==> config.mk <==
export PLATFORM = sky130hd
export DESIGN_NAME = jzjpcc_mmio_bank
export DESIGN_NICKNAME = d
export VERILOG_FILES = /design/src/rtl/jzjpcc_mmio_bank.sv
export SDC_FILE = /design/constraint.sdc
export NUM_CORES = 1
export LEC_CHECK = 0
export ABC_AREA = 1
export BUFFER_PORTS_ARGS = -buffer_cell sky130_fd_sc_hd__buf_4
export CAP_MARGIN = 20
export CELL_PAD_IN_SITES_DETAIL_PLACEMENT = 0
export CELL_PAD_IN_SITES_GLOBAL_PLACEMENT = 1
export CORE_MARGIN = 4
export CORE_UTILIZATION = 39
export CTS_CLUSTER_DIAMETER = 50
export CTS_CLUSTER_SIZE = 24
export DETAILED_ROUTE_END_ITERATION = 8
export PLACE_DENSITY_LB_ADDON = 0.1
export SLEW_MARGIN = 20
export SYNTH_ARGS = -nofsm -noshare
export SYNTH_HDL_FRONTEND = slang
export SYNTH_SLANG_ARGS = --single-unit
==> constraint.sdc <==
create_clock -name clock -period 1.3 [get_ports clock]
set_input_delay 0.065 -clock clock [delete_from_list [all_inputs] [get_ports clock]]
set_output_delay 0.065 -clock clock [all_outputs]
set_load 0.01 [all_outputs]
==> src/rtl/jzjpcc_mmio_bank.sv <==
// MMIO window on the data bus: eight synchronized input words, eight byte-writable
// output words and a sticky W1C change-status register, with one-cycle registered reads.
module jzjpcc_mmio_bank #(
   parameter logic [29:0] BASE_ADDRESS = 30'h3FFF_FFE0
) (
   input  logic        clock,
   input  logic        not_reset,
   input  logic [29:0] address,
   input  logic        readEnable,
   input  logic        writeEnable,
   input  logic [3:0]  byteWriteMask,
   input  logic [31:0] writeData,
   output logic [31:0] readData,
   output logic        readValid,
   output logic        hit,
   input  logic [31:0] mmioInputs [8],
   output logic [31:0] mmioOutputs [8]
);

   logic [4:0]  off;
   logic        rd_hit;
   logic        wr_hit;
   logic [31:0] byte_mask;
   logic [31:0] read_mux;
   logic [31:0] sync1 [8];
   logic [31:0] sync2 [8];
   logic [31:0] prev [8];
   logic [7:0]  status;
   logic [7:0]  flag_set;
   logic [7:0]  flag_clr;
   logic [1:0]  warm;

   // The window is 32-word aligned, so the upper address bits alone select it.
   assign hit       = (address[29:5] == BASE_ADDRESS[29:5]);
   assign off       = address[4:0];
   assign rd_hit    = hit & readEnable;
   assign wr_hit    = hit & writeEnable;
   assign byte_mask = {{8{byteWriteMask[3]}}, {8{byteWriteMask[2]}},
                       {8{byteWriteMask[1]}}, {8{byteWriteMask[0]}}};

   always_comb begin
      read_mux = '0;
      case (off[4:3])
         2'b00:   read_mux = sync2[off[2:0]];
         2'b01:   read_mux = mmioOutputs[off[2:0]];
         default: if (off == 5'd16) read_mux = {24'h0, status};
      endcase
   end

   always_comb begin
      flag_set = '0;
      flag_clr = '0;
      for (int i = 0; i < 8; i++)
         flag_set[i] = (warm == 2'd3) && (sync2[i] != prev[i]);
      if (wr_hit && (off == 5'd16) && byteWriteMask[0])
         flag_clr = writeData[7:0];
   end

   always_ff @(posedge clock or negedge not_reset) begin
      if (!not_reset) begin
         for (int i = 0; i < 8; i++) begin
            sync1[i] <= '0;
            sync2[i] <= '0;
            prev[i]  <= '0;
         end
      end else begin
         for (int i = 0; i < 8; i++) begin
            sync1[i] <= mmioInputs[i];
            sync2[i] <= sync1[i];
            prev[i]  <= sync2[i];
         end
      end
   end

   // Detection stays off until the synchronizer chain holds post-reset samples.
   always_ff @(posedge clock or negedge not_reset) begin
      if (!not_reset)
         warm <= 2'd0;
      else if (warm != 2'd3)
         warm <= warm + 2'd1;
   end

   // A set on the same edge as a clear wins.
   always_ff @(posedge clock or negedge not_reset) begin
      if (!not_reset)
         status <= '0;
      else
         status <= (status & ~flag_clr) | flag_set;
   end

   always_ff @(posedge clock or negedge not_reset) begin
      if (!not_reset) begin
         for (int i = 0; i < 8; i++)
            mmioOutputs[i] <= '0;
      end else if (wr_hit && (off[4:3] == 2'b01)) begin
         mmioOutputs[off[2:0]] <= (mmioOutputs[off[2:0]] & ~byte_mask) |
                                  (writeData & byte_mask);
      end
   end

   always_ff @(posedge clock or negedge not_reset) begin
      if (!not_reset) begin
         readData  <= '0;
         readValid <= 1'b0;
      end else begin
         readValid <= rd_hit;
         if (rd_hit)
            readData <= read_mux;
      end
   end

endmodule

==> metrics.txt, run 1 <==
# TYPE chip_impl_metric gauge
chip_impl_metric{name="clock_latency",unit="ns"} 0.71
chip_impl_metric{name="dpl_cell_area",unit="um2"} 52400
chip_impl_metric{name="initial_antenna_violation_count",unit=""} 8
chip_impl_metric{name="cap_viol_max_count",unit=""} 0
chip_impl_metric{name="timing.hold.ws",unit="ns"} 0.0383
chip_impl_metric{name="rows",unit=""} 118
chip_impl_metric{name="top_level_ports",unit=""} 616
chip_impl_metric{name="gp_congestion",unit=""} 0.882
chip_impl_metric{name="synthesized_area_per_cell",unit="um2"} 9.36
chip_impl_metric{name="vias_per_cell",unit=""} 4.62
chip_impl_info{name="status",value="finished, violations left"} 1
chip_impl_metric{name="synth-adder-area-share",unit=""} 0.000305
chip_impl_metric{name="grt.overflow.total",unit=""} 0
chip_impl_metric{name="clk_path_buf_depth",unit=""} 3
chip_impl_info{name="crit_type",value="reg -> reg"} 1
chip_impl_metric{name="detailedRoute.firstIterationViolations",unit=""} 2307
chip_impl_metric{name="synth_xor_xnor_area_share",unit=""} 0.0477
chip_impl_metric{name="fin_crit_sh",unit=""} 1.14
chip_impl_metric{name="drtAntennaViolNets",unit=""} 0
chip_impl_metric{name="powerDensity",unit="nW/um2"} 1150
chip_impl_metric{name="drv_slew",unit=""} 0
chip_impl_info{name="timing.hold.worst.class",value="in -> reg"} 1
chip_impl_metric{name="drc",unit=""} 0
chip_impl_metric{name="placed_cells_incl_taps",unit=""} 6861
chip_impl_metric{name="clock-sinks",unit=""} 1067
chip_impl_metric{name="synth_simple_gate_area_frac",unit=""} 0.253
chip_impl_metric{name="design.final.nets",unit=""} 6624
chip_impl_info{name="mostFrequentLayoutCell",value="sky130_fd_sc_hd__nand2_1"} 1
chip_impl_metric{name="final_count_of_hold_timing_violations",unit=""} 0
chip_impl_info{name="startpoint_type",value="flop"} 1
chip_impl_metric{name="ir_worst_vdd",unit="mV"} 1.02
chip_impl_metric{name="dp_hpwl",unit="um"} 111000
chip_impl_metric{name="initial_utilization",unit=""} 0.394
chip_impl_metric{name="synth_fp_nets",unit=""} 4702
chip_impl_metric{name="path_max_fanout",unit=""} 2
chip_impl_info{name="violations_in_the_final_reports",value="setup timing"} 1
chip_impl_metric{name="synth.area.mux_share",unit=""} 0.000275
chip_impl_metric{name="h_tree_lvl_count",unit=""} 3
chip_impl_metric{name="die_height",unit="um"} 332
chip_impl_metric{name="final_cells",unit=""} 7780
chip_impl_info{name="worst_setup_path_end_kind",value="flop"} 1
chip_impl_metric{name="yosysWarningCount",unit=""} 0
chip_impl_metric{name="finalSetupViolations",unit=""} 523
chip_impl_metric{name="layout.core_utilization",unit=""} 0.656
chip_impl_metric{name="timing.max_slew.rel_slack",unit=""} 0.531
chip_impl_metric{name="synth_seq_cells",unit=""} 1067
chip_impl_metric{name="worst_ep_required_time",unit="ns"} 1.91
chip_impl_metric{name="core_area",unit="um2"} 104000
chip_impl_metric{name="clkSlewWorstSetupHoldPaths",unit="ns"} 0.08
chip_impl_metric{name="cts_buffers",unit=""} 117
chip_impl_metric{name="finalCriticalPeriod",unit="ns"} 1.48
chip_impl_metric{name="power_leakage",unit="nW"} 35.2
chip_impl_metric{name="area_growth_syn_to_layout",unit="%"} 66.5
chip_impl_info{name="main_combinational_cell_family_by_area_after_synthesis",value="simple AND/OR/NAND/NOR gates"} 1
chip_impl_metric{name="wirelength",unit="um"} 160000
chip_impl_metric{name="drive_gt1_frac",unit=""} 0.378
chip_impl_metric{name="port_buffers",unit=""} 615
chip_impl_info{name="root_buffer",value="sky130_fd_sc_hd__clkbuf_16"} 1
chip_impl_metric{name="grt_pass1_vias",unit=""} 37500
chip_impl_metric{name="synth.distinct_cells",unit=""} 21
chip_impl_metric{name="maximum_number_of_pins_on_one_net_before_global_route_repair",unit=""} 97
chip_impl_info{name="rsz0062_at_grt",value="yes"} 1
chip_impl_metric{name="setup_slack",unit="ns"} -0.178
chip_impl_info{name="cts_tree",value="built"} 1
chip_impl_metric{name="fmax",unit="MHz"} 677
chip_impl_metric{name="firstDrtPassIters",unit=""} 5
chip_impl_metric{name="wire_length_of_the_first_global_routing_pass",unit="um"} 235000
chip_impl_metric{name="synthCells",unit=""} 4375
chip_impl_metric{name="die_area",unit="um2"} 110000
chip_impl_metric{name="drt-wirelength-per-cell",unit="um"} 20.6
chip_impl_metric{name="fin_worst_skew",unit="ns"} 0.0291
chip_impl_metric{name="die_x",unit="um"} 332
chip_impl_metric{name="yosysSeqAreaShare",unit=""} 0.652
chip_impl_metric{name="synth_compound_area_frac",unit=""} 0.00867
chip_impl_metric{name="critPathArrivalTime",unit="ns"} 2.09
chip_impl_metric{name="worst-slew-pin-transition",unit="ns"} 0.703
chip_impl_info{name="most-common-layout-cells",value="sky130_fd_sc_hd__nand2_1, sky130_fd_sc_hd__dfrtp_1, sky130_fd_sc_hd__buf_4, sky130_fd_sc_hd__buf_6, sky130_fd_sc_hd__dlygate4sd3_1"} 1
chip_impl_metric{name="layout.cell_area.non_filler",unit="um2"} 68200
chip_impl_metric{name="routed-via-count",unit=""} 36000
chip_impl_metric{name="gr-usage-all-layers",unit=""} 0.284
chip_impl_metric{name="synth_area",unit="um2"} 41000
chip_impl_metric{name="nFillCells",unit=""} 8381
layout make-up:
class / count / area [um2] / area share
Antenna cell: 3 / 7.51 / 0.000110
Clock buffer: 133 / 3160 / 0.0464
Clock inverter: 86 / 1150 / 0.0168
Inverter: 147 / 562 / 0.00824
Multi-Input combinational cell: 3002 / 15200 / 0.223
Sequential cell: 1067 / 26700 / 0.392
Tap cell: 1380 / 1730 / 0.0253
Timing Repair Buffer: 1962 / 19700 / 0.288
power breakdown:
part,switching [mW],internal (mW),total [mW]
sequential,0.751,34.4,35.1
clock,16.5,19.6,36.1
combinational,3.72,3.71,7.44
state kept, by name (all words and copies together) (netlist names):
| signal | count |
|---|---|
| sync1 | 256 |
| prev | 256 |
| mmioOutputs | 256 |
| warm | 2 |
| status | 8 |
| readData | 32 |
| readValid | 1 |
| sync2 | 256 |
layer usage:
metal / global-route usage / up-vias / routed length [um]
li1: - / 17100 / -
met1: 0.377 / 17600 / 68200
met2: 0.465 / 1079 / 76000
met3: 0.0595 / 232 / 10500
met4: 0.0957 / 6 / 5760
met5: 0 / - / 32
worst max-delay path, stage by stage (launching register included):
cell and delay (ns):
sky130_fd_sc_hd__dfrtp_1 0.40, sky130_fd_sc_hd__xnor2_1 0.18, sky130_fd_sc_hd__nand2_1 0.12, sky130_fd_sc_hd__nor2_2 0.15, sky130_fd_sc_hd__nand2_2 0.10, sky130_fd_sc_hd__nor2_4 0.20
sky130_fd_sc_hd__nand2_2 0.10, sky130_fd_sc_hd__nand2_2 0.08, sky130_fd_sc_hd__nand2_1 0.05
worst paths after layout:
kind,start,endpoint,slack (ns),cells past startpoint
max,sync2[179],status[2],-0.18,8
min reg2reg,sync1[239],sync2[239],0.34,0
max in group asynchronous,not_reset,sync2[111],0.41,3
max reg2reg,sync2[179],status[2],-0.18,8
min,mmioInputs[144],sync1[144],0.04,2
min in group asynchronous,not_reset,sync1[95],0.13,3
synthesized netlist by cell type:
library cell / number / area [um2]
sky130_fd_sc_hd__and3_1: 1 / 6.26
sky130_fd_sc_hd__buf_1: 25 / 93.8
sky130_fd_sc_hd__buf_2: 44 / 220
sky130_fd_sc_hd__buf_6: 48 / 541
sky130_fd_sc_hd__clkbuf_1: 42 / 158
sky130_fd_sc_hd__dfrtp_1: 1067 / 26700
sky130_fd_sc_hd__ha_1: 1 / 12.5
sky130_fd_sc_hd__inv_1: 145 / 544
sky130_fd_sc_hd__inv_2: 2 / 7.51
sky130_fd_sc_hd__mux2_2: 1 / 11.3
sky130_fd_sc_hd__nand2_1: 2507 / 9410
sky130_fd_sc_hd__nand3_1: 33 / 165
sky130_fd_sc_hd__nand4_1: 3 / 18.8
sky130_fd_sc_hd__nand4_4: 1 / 21.3
sky130_fd_sc_hd__nor2_1: 141 / 529
sky130_fd_sc_hd__nor2_2: 4 / 25.0
sky130_fd_sc_hd__nor2_4: 9 / 101
sky130_fd_sc_hd__o211ai_1: 14 / 105
sky130_fd_sc_hd__o21ai_0: 50 / 250
sky130_fd_sc_hd__or2_2: 14 / 87.6
sky130_fd_sc_hd__xnor2_1: 223 / 1950
logic make-up (layout without fill, tap and decap cells):
logic type / Yosys count / after routing
buf+inv: 306 / 2328
flops: 1067 / 1067
simple gates: 2713 / 2713
other cells: 0 / 3
compound gates: 64 / 64
mux: 1 / 1
xor+xnor: 223 / 223
fa+ha+maj: 1 / 1
stage by stage:
stage               setup TNS [ns]  power [mW]  worst slack [ns]
finish                      -36.84        78.7            -0.178
global route                -71.81        81.5            -0.270
CTS                         -51.66        78.8            -0.199
detailed placement          -98.25        41.3            -0.437
global placement            -91.96        41.2            -0.486
floorplan                    -1.22        37.6          -0.00509
what timing repair did:
action,in CTS,in global routing
cloned,0,8
endpoints found under the setup margin,501,586
setup buffers,138,50
resized for setup,881,611
hold buffers,532,0
hold endpoints to repair,1609,0
pin swaps,289,540
Note: power is estimated with default switching activity, not from simulation.
==> run 2, diff against run 1 <==
- CORE_MARGIN: 4 -> 10
- CORE_UTILIZATION: 39 -> 47
- SLEW_MARGIN: 20 -> 10
- clock period: 1.3 -> 1.9 ns (I/O delays scaled with it)
==> run 2 against run 1 <==
The run now ends clean. Hold slack lost 0.00095 ns. Global-route usage about the same. Setup slack better by 0.41 ns. Routed wire length decreased by 12%. Critical path depth unchanged. Cell area fell by 19%. Highest routed layer unchanged. Count of clock-buffer cells in the layout shrank 11. Flip-flop and latch count stayed put.
==> metrics.txt, run 2 (synthesis results as in run 1) <==
# TYPE chip_impl_metric gauge
chip_impl_metric{name="die_area",unit="um2"} 99400
chip_impl_metric{name="firstDrtPassIters",unit=""} 7
chip_impl_metric{name="die_x",unit="um"} 315
chip_impl_metric{name="fin_crit_sh",unit=""} 0.875
chip_impl_metric{name="cap_viol_max_count",unit=""} 0
chip_impl_metric{name="worst-slew-pin-transition",unit="ns"} 0.608
chip_impl_metric{name="port_buffers",unit=""} 615
chip_impl_info{name="timing.hold.worst.class",value="in -> reg"} 1
chip_impl_info{name="critPathSlowestCell",value="sky130_fd_sc_hd__dfrtp_1"} 1
chip_impl_metric{name="finalSetupViolations",unit=""} 0
chip_impl_metric{name="clkSlewWorstSetupHoldPaths",unit="ns"} 0.08
chip_impl_metric{name="worst_ep_required_time",unit="ns"} 2.49
chip_impl_info{name="mostFrequentLayoutCell",value="sky130_fd_sc_hd__nand2_1"} 1
chip_impl_metric{name="drc",unit=""} 0
chip_impl_metric{name="dpl_cell_area",unit="um2"} 48200
chip_impl_metric{name="final_count_of_hold_timing_violations",unit=""} 0
chip_impl_metric{name="dp_hpwl",unit="um"} 102000
chip_impl_metric{name="timing.max_slew.rel_slack",unit=""} 0.594
chip_impl_metric{name="drt-wirelength-per-cell",unit="um"} 21.2
chip_impl_info{name="most-common-layout-cells",value="sky130_fd_sc_hd__nand2_1, sky130_fd_sc_hd__dfrtp_1, sky130_fd_sc_hd__buf_4, sky130_fd_sc_hd__dlygate4sd3_1, sky130_fd_sc_hd__xnor2_1"} 1
chip_impl_metric{name="cp_num_buf_inv",unit=""} 0
chip_impl_metric{name="rows",unit=""} 108
chip_impl_metric{name="critPathArrivalTime",unit="ns"} 2.25
chip_impl_metric{name="p_total",unit="mW"} 51.7
chip_impl_info{name="startpoint_type",value="flop"} 1
chip_impl_info{name="worst_setup_path_end_kind",value="flop"} 1
chip_impl_metric{name="nFillCells",unit=""} 6965
chip_impl_metric{name="drv_slew",unit=""} 0
chip_impl_metric{name="design.final.nets",unit=""} 5755
chip_impl_metric{name="switching_share",unit=""} 0.265
chip_impl_metric{name="multi_input_area",unit="um2"} 12700
chip_impl_metric{name="gr-usage-all-layers",unit=""} 0.284
chip_impl_metric{name="grt_pass1_vias",unit=""} 33000
chip_impl_metric{name="finalCriticalPeriod",unit="ns"} 1.66
chip_impl_metric{name="detailedRoute.firstIterationViolations",unit=""} 2194
chip_impl_info{name="timing.critical_path.max_delay_family",value="simple AND/OR/NAND/NOR gates"} 1
chip_impl_metric{name="layout.cell_area.non_filler",unit="um2"} 55400
chip_impl_info{name="root_buffer",value="sky130_fd_sc_hd__clkbuf_16"} 1
chip_impl_metric{name="power.share.sequential",unit=""} 0.465
chip_impl_info{name="cts_tree",value="built"} 1
chip_impl_metric{name="cellInternalPower",unit="mW"} 38.0
chip_impl_metric{name="total_switching_power",unit="mW"} 13.7
chip_impl_info{name="crit_type",value="reg -> reg"} 1
chip_impl_metric{name="powerDensity",unit="nW/um2"} 933
chip_impl_metric{name="maximum_number_of_pins_on_one_net_before_global_route_repair",unit=""} 100
chip_impl_info{name="rsz0062_at_grt",value="no"} 1
chip_impl_metric{name="h_tree_lvl_count",unit=""} 3
chip_impl_metric{name="power_frac_clock",unit=""} 0.462
chip_impl_metric{name="cts_buffers",unit=""} 113
chip_impl_metric{name="area_growth_syn_to_layout",unit="%"} 35.4
chip_impl_info{name="crit_top_cell",value="sky130_fd_sc_hd__nand2_1"} 1
chip_impl_metric{name="initial_antenna_violation_count",unit=""} 9
chip_impl_metric{name="setup_slack",unit="ns"} 0.237
chip_impl_metric{name="initial_utilization",unit=""} 0.473
chip_impl_metric{name="fin_worst_skew",unit="ns"} 0.0348
chip_impl_metric{name="wirelength",unit="um"} 142000
chip_impl_metric{name="vias_per_cell",unit=""} 4.77
chip_impl_metric{name="dp_slack",unit="ns"} -0.0242
chip_impl_metric{name="ir_worst_vdd",unit="mV"} 0.880
chip_impl_metric{name="top_level_ports",unit=""} 616
chip_impl_metric{name="core_area",unit="um2"} 86600
chip_impl_metric{name="wire_length_of_the_first_global_routing_pass",unit="um"} 211000
chip_impl_info{name="timing.critical_path.cells",value="xnor2_1 > nand2_1 > nor2_1 > nand2_1 > nor2_1 > nand2_1 > nand2_1 > nand2_1"} 1
chip_impl_metric{name="routed-via-count",unit=""} 31900
chip_impl_metric{name="clock-sinks",unit=""} 1067
chip_impl_metric{name="final.setup.tns",unit="ns"} 0
chip_impl_metric{name="drtAntennaViolNets",unit=""} 0
chip_impl_metric{name="portion_of_total_power_attributed_to_combinational_logic",unit=""} 0.074
chip_impl_metric{name="die_height",unit="um"} 315
chip_impl_metric{name="grt.overflow.total",unit=""} 0
chip_impl_metric{name="layout.area.seq",unit="um2"} 26700
chip_impl_metric{name="path_max_fanout",unit=""} 3
chip_impl_info{name="status",value="finished clean"} 1
chip_impl_metric{name="critPathMaxStageDelay",unit="ns"} 0.42
chip_impl_metric{name="drive_gt1_frac",unit=""} 0.189
chip_impl_metric{name="gp_congestion",unit=""} 0.885
chip_impl_metric{name="power_leakage",unit="nW"} 29.1
chip_impl_metric{name="clk_path_buf_depth",unit=""} 3
chip_impl_metric{name="fmax",unit="MHz"} 601
chip_impl_metric{name="post-cts-setup-buffers",unit=""} 0
chip_impl_metric{name="clock_latency",unit="ns"} 0.70
## run 2: final cells by class
class	instances	area share
Clock inverter	94	0.0220
Tap cell	1155	0.0261
Antenna cell	4	0.000181
Inverter	147	0.0101
Multi-Input combinational cell	3002	0.230
Clock buffer	122	0.0529
Sequential cell	1067	0.482
Timing Repair Buffer	1097	0.178
## run 2: worst reg2reg max path: stages (launching register included)
cell,delay [ns]
sky130_fd_sc_hd__dfrtp_1,0.42
sky130_fd_sc_hd__xnor2_1,0.17
sky130_fd_sc_hd__nand2_1,0.10
sky130_fd_sc_hd__nor2_1,0.24
sky130_fd_sc_hd__nand2_1,0.09
sky130_fd_sc_hd__nor2_1,0.28
sky130_fd_sc_hd__nand2_1,0.10
sky130_fd_sc_hd__nand2_1,0.09
sky130_fd_sc_hd__nand2_1,0.07
## run 2: metrics by stage
| step | std cells | hold WS, ns | util |
|---|---|---|---|
| floorplan | 4375 | -0.201 | - |
| global placement | 6159 | 0.0556 | 0.556 |
| detailed placement | 6159 | 0.0489 | 0.556 |
| CTS | 6684 | 0.000410 | 0.640 |
| global route | 6686 | 0.0158 | 0.640 |
| finish | 6688 | 0.0374 | 0.640 |
## run 2: what timing repair did
item,CTS,global route
endpoints found under the setup margin,0,1
hold buffers,309,0
endpoints found under the hold margin,1350,0
resized for setup,0,1
## run 2: path summary, 6_finish.rpt
check                                start         end  slack (ns)  cells past startpoint
max reg2reg                      sync2[20]   status[7]        0.24                      8
min reg2reg                     sync1[250]  sync2[250]        0.34                      0
max                              sync2[20]   status[7]        0.24                      8
min                        mmioInputs[242]  sync1[242]        0.04                      2
min in group asynchronous        not_reset  sync1[180]        0.13                      3
max in group asynchronous        not_reset  sync2[106]        1.14                      4
## run 2: layer usage
| metal | vias to the layer above | wire [um] | global-route usage |
|---|---|---|---|
| met5 | - | 71 | 0 |
| met4 | 12 | 6320 | 0.119 |
| met3 | 242 | 11400 | 0.0756 |
| met2 | 1015 | 65600 | 0.449 |
| met1 | 15300 | 58400 | 0.368 |
| li1 | 15300 | - | - |
## run 2: power groups by stage
stage                     clock network [mW]  logic [mW]  registers (mW)
after floorplan                            0        1.39            24.3
after global placement                     0        3.25            24.5
after detailed placement                   0        3.27            24.5
after CTS                               24.2        3.82            24.1
after global routing                    25.2        4.19            24.1
final                                   23.9        3.81            24.0
==> run 3, diff against run 2 <==
- CELL_PAD_IN_SITES_DETAIL_PLACEMENT: 0 -> 1
==> run 3 against run 2 <==
The flow now finishes with violations (hold timing, setup timing). First-iteration DRC count up 91%. Register-to-register slack worse by 0.67 ns. Sequential share of layout area down 0.49 points.
==> metrics.txt, run 3 (synthesis results as in run 1) <==
# TYPE chip_impl_metric gauge
chip_impl_metric{name="power_leakage",unit="nW"} 29.3
chip_impl_metric{name="final_count_of_hold_timing_violations",unit=""} 3
chip_impl_metric{name="path_max_fanout",unit=""} 3
chip_impl_metric{name="worst-slew-pin-transition",unit="ns"} 0.692
chip_impl_info{name="crit_type",value="reg -> reg"} 1
chip_impl_metric{name="core_area",unit="um2"} 86600
chip_impl_metric{name="power_frac_clock",unit=""} 0.475
chip_impl_metric{name="area_growth_syn_to_layout",unit="%"} 36.7
chip_impl_info{name="cts_tree",value="built"} 1
chip_impl_info{name="timing.critical_path.cells",value="xnor2_1 > nand2_1 > nor2_1 > nand2_1 > nor2_2 > nand2_1 > nand2_1 > nand2_1"} 1
chip_impl_metric{name="initial_utilization",unit=""} 0.473
chip_impl_metric{name="grt_pass1_vias",unit=""} 40500
chip_impl_metric{name="vias_per_cell",unit=""} 5.64
chip_impl_metric{name="placed_cells_incl_taps",unit=""} 6159
chip_impl_metric{name="fmax",unit="MHz"} 429
chip_impl_metric{name="initial_antenna_violation_count",unit=""} 14
chip_impl_metric{name="finalCriticalPeriod",unit="ns"} 2.33
chip_impl_info{name="violations_in_the_final_reports",value="hold timing, setup timing"} 1
chip_impl_metric{name="drc",unit=""} 0
chip_impl_metric{name="die_area",unit="um2"} 99400
chip_impl_metric{name="timing.max_slew.rel_slack",unit=""} 0.534
chip_impl_metric{name="cts_buffers",unit=""} 114
chip_impl_metric{name="clock_latency",unit="ns"} 0.77
chip_impl_metric{name="switching_share",unit=""} 0.291
chip_impl_metric{name="drtAntennaViolNets",unit=""} 0
chip_impl_info{name="startpoint_type",value="flop"} 1
chip_impl_metric{name="firstDrtPassIters",unit=""} 6
chip_impl_info{name="critPathSlowestCell",value="sky130_fd_sc_hd__xnor2_1"} 1
chip_impl_metric{name="ir_worst_vdd",unit="mV"} 1.15
chip_impl_metric{name="cap_viol_max_count",unit=""} 0
chip_impl_metric{name="cellInternalPower",unit="mW"} 39.1
chip_impl_metric{name="rows",unit=""} 108
chip_impl_metric{name="drv_slew",unit=""} 0
chip_impl_metric{name="portion_of_total_power_attributed_to_combinational_logic",unit=""} 0.083
chip_impl_metric{name="post-cts-setup-buffers",unit=""} 0
chip_impl_metric{name="drive_gt1_frac",unit=""} 0.188
chip_impl_metric{name="h_tree_lvl_count",unit=""} 3
chip_impl_metric{name="critPathMaxStageDelay",unit="ns"} 0.58
chip_impl_metric{name="fin_crit_sh",unit=""} 1.23
chip_impl_metric{name="worst_ep_required_time",unit="ns"} 2.51
chip_impl_metric{name="design.final.nets",unit=""} 5797
chip_impl_metric{name="port_buffers",unit=""} 615
chip_impl_metric{name="gp_congestion",unit=""} 0.885
chip_impl_metric{name="setup_slack",unit="ns"} -0.433
chip_impl_info{name="crit_start",value="sync2[27]"} 1
chip_impl_info{name="status",value="finished, violations left"} 1
chip_impl_metric{name="die_height",unit="um"} 315
chip_impl_metric{name="maximum_number_of_pins_on_one_net_before_global_route_repair",unit=""} 100
chip_impl_metric{name="top_level_ports",unit=""} 616
chip_impl_metric{name="grt.overflow.total",unit=""} 0
chip_impl_info{name="root_buffer",value="sky130_fd_sc_hd__clkbuf_16"} 1
chip_impl_metric{name="clk_path_buf_depth",unit=""} 3
chip_impl_info{name="worst_setup_path_end_kind",value="flop"} 1
chip_impl_info{name="most-common-layout-cells",value="sky130_fd_sc_hd__nand2_1, sky130_fd_sc_hd__dfrtp_1, sky130_fd_sc_hd__buf_4, sky130_fd_sc_hd__dlygate4sd3_1, sky130_fd_sc_hd__xnor2_1"} 1
chip_impl_metric{name="final_cells",unit=""} 6742
chip_impl_info{name="crit_top_cell",value="sky130_fd_sc_hd__nand2_1"} 1
chip_impl_metric{name="wire_length_of_the_first_global_routing_pass",unit="um"} 281000
chip_impl_info{name="mostFrequentLayoutCell",value="sky130_fd_sc_hd__nand2_1"} 1
chip_impl_metric{name="dpl_cell_area",unit="um2"} 48200
chip_impl_metric{name="die_x",unit="um"} 315
chip_impl_metric{name="total_switching_power",unit="mW"} 16.1
chip_impl_metric{name="dp_hpwl",unit="um"} 114000
chip_impl_metric{name="power.share.sequential",unit=""} 0.442
chip_impl_metric{name="clock-sinks",unit=""} 1067
chip_impl_metric{name="finalSetupViolations",unit=""} 11
chip_impl_info{name="rsz0062_at_grt",value="yes"} 1
chip_impl_metric{name="detailedRoute.firstIterationViolations",unit=""} 4180
chip_impl_metric{name="dp_slack",unit="ns"} -0.0986
chip_impl_metric{name="wirelength",unit="um"} 210000
chip_impl_metric{name="layout.core_utilization",unit=""} 0.647
chip_impl_metric{name="routed-via-count",unit=""} 38100
chip_impl_metric{name="powerDensity",unit="nW/um2"} 985
chip_impl_info{name="hold_start",value="mmioInputs[169]"} 1
chip_impl_metric{name="layout.cell_area.non_filler",unit="um2"} 56000
chip_impl_metric{name="gr-usage-all-layers",unit=""} 0.384
chip_impl_metric{name="clkSlewWorstSetupHoldPaths",unit="ns"} 0.12
chip_impl_info{name="timing.hold.worst.class",value="in -> reg"} 1
chip_impl_metric{name="fin_worst_skew",unit="ns"} 0.0758
chip_impl_info{name="r2r_start",value="sync2[27]"} 1
chip_impl_metric{name="drt-wirelength-per-cell",unit="um"} 31.2
chip_impl_metric{name="critPathArrivalTime",unit="ns"} 2.95
chip_impl_metric{name="timing.hold.ws",unit="ns"} -0.00665
==> run 3: cell count changes in the layout (fill, tap and decap cells not counted), moves of 3 or more <==
cell and delta:
sky130_fd_sc_hd__bufinv_16 +9, sky130_fd_sc_hd__nor2_1 -4, sky130_fd_sc_hd__clkinv_8 +5, sky130_fd_sc_hd__inv_8 -9, sky130_fd_sc_hd__dlygate4sd3_1 +41, sky130_fd_sc_hd__nor2_2 +4, sky130_fd_sc_hd__clkinv_4 -3, sky130_fd_sc_hd__diode_2 +15
==> run 3: through the flow <==
step	power [mW]	hold slack, ns	TNS (ns)
after floorplan	25.7	-0.201	0
after global placement	27.7	0.0556	-0.135
after detailed placement	27.9	0.0519	-0.512
after CTS	53.2	0.0000189	0
after global routing	56.3	-0.000285	-1.86
final	55.2	-0.00665	-2.16
==> run 3: worst paths after layout <==
kind	endpoint	slack, ns	cells after the start
worst max register to register	status[7]	-0.43	8
worst min register to register	sync2[186]	0.34	0
worst min-delay path	sync1[169]	-0.007	2
worst max-delay path	status[7]	-0.43	8
min in group asynchronous	sync1[148]	0.13	3
max in group asynchronous	readData[31]	1.12	4
==> run 3: power groups by stage <==
stage               Combinational (mW)  Clock (mW)  Sequential, mW
detailed placement                3.36           0            24.5
CTS                               4.06        25.0            24.1
global route                      4.80        27.1            24.4
global placement                  3.25           0            24.5
finish                            4.59        26.2            24.4
floorplan                         1.39           0            24.3
==> run 3: final cells by class <==
class / count / area, um2
Antenna cell: 19 / 47.5
Clock buffer: 122 / 2910
Clock inverter: 92 / 1320
Fill cell: 9348 / 30600
Inverter: 147 / 562
Multi-Input combinational cell: 3002 / 12800
Sequential cell: 1067 / 26700
Tap cell: 1155 / 1450
Timing Repair Buffer: 1138 / 10300
==> run 3: layer usage <==
metal,up-vias,GRT usage,share of wire
li1,15400,-,-
met1,19000,0.434,0.34
met2,2546,0.626,0.46
met3,1059,0.111,0.10
met4,16,0.259,0.096
met5,-,0.00691,0.0014
==> run 3: what timing repair did <==
action,4_1_cts,5_1_grt
hold buffers,350,0
gates resized for setup,0,10
hold endpoints to repair,1338,0
endpoints found under the setup margin,0,9
==> run 3: worst max-delay path: cells and delay by family (launching register included) <==
family / cells / cell delay (ns)
simple gates: 7 / 1.15
flops: 1 / 0.45
xor+xnor: 1 / 0.58
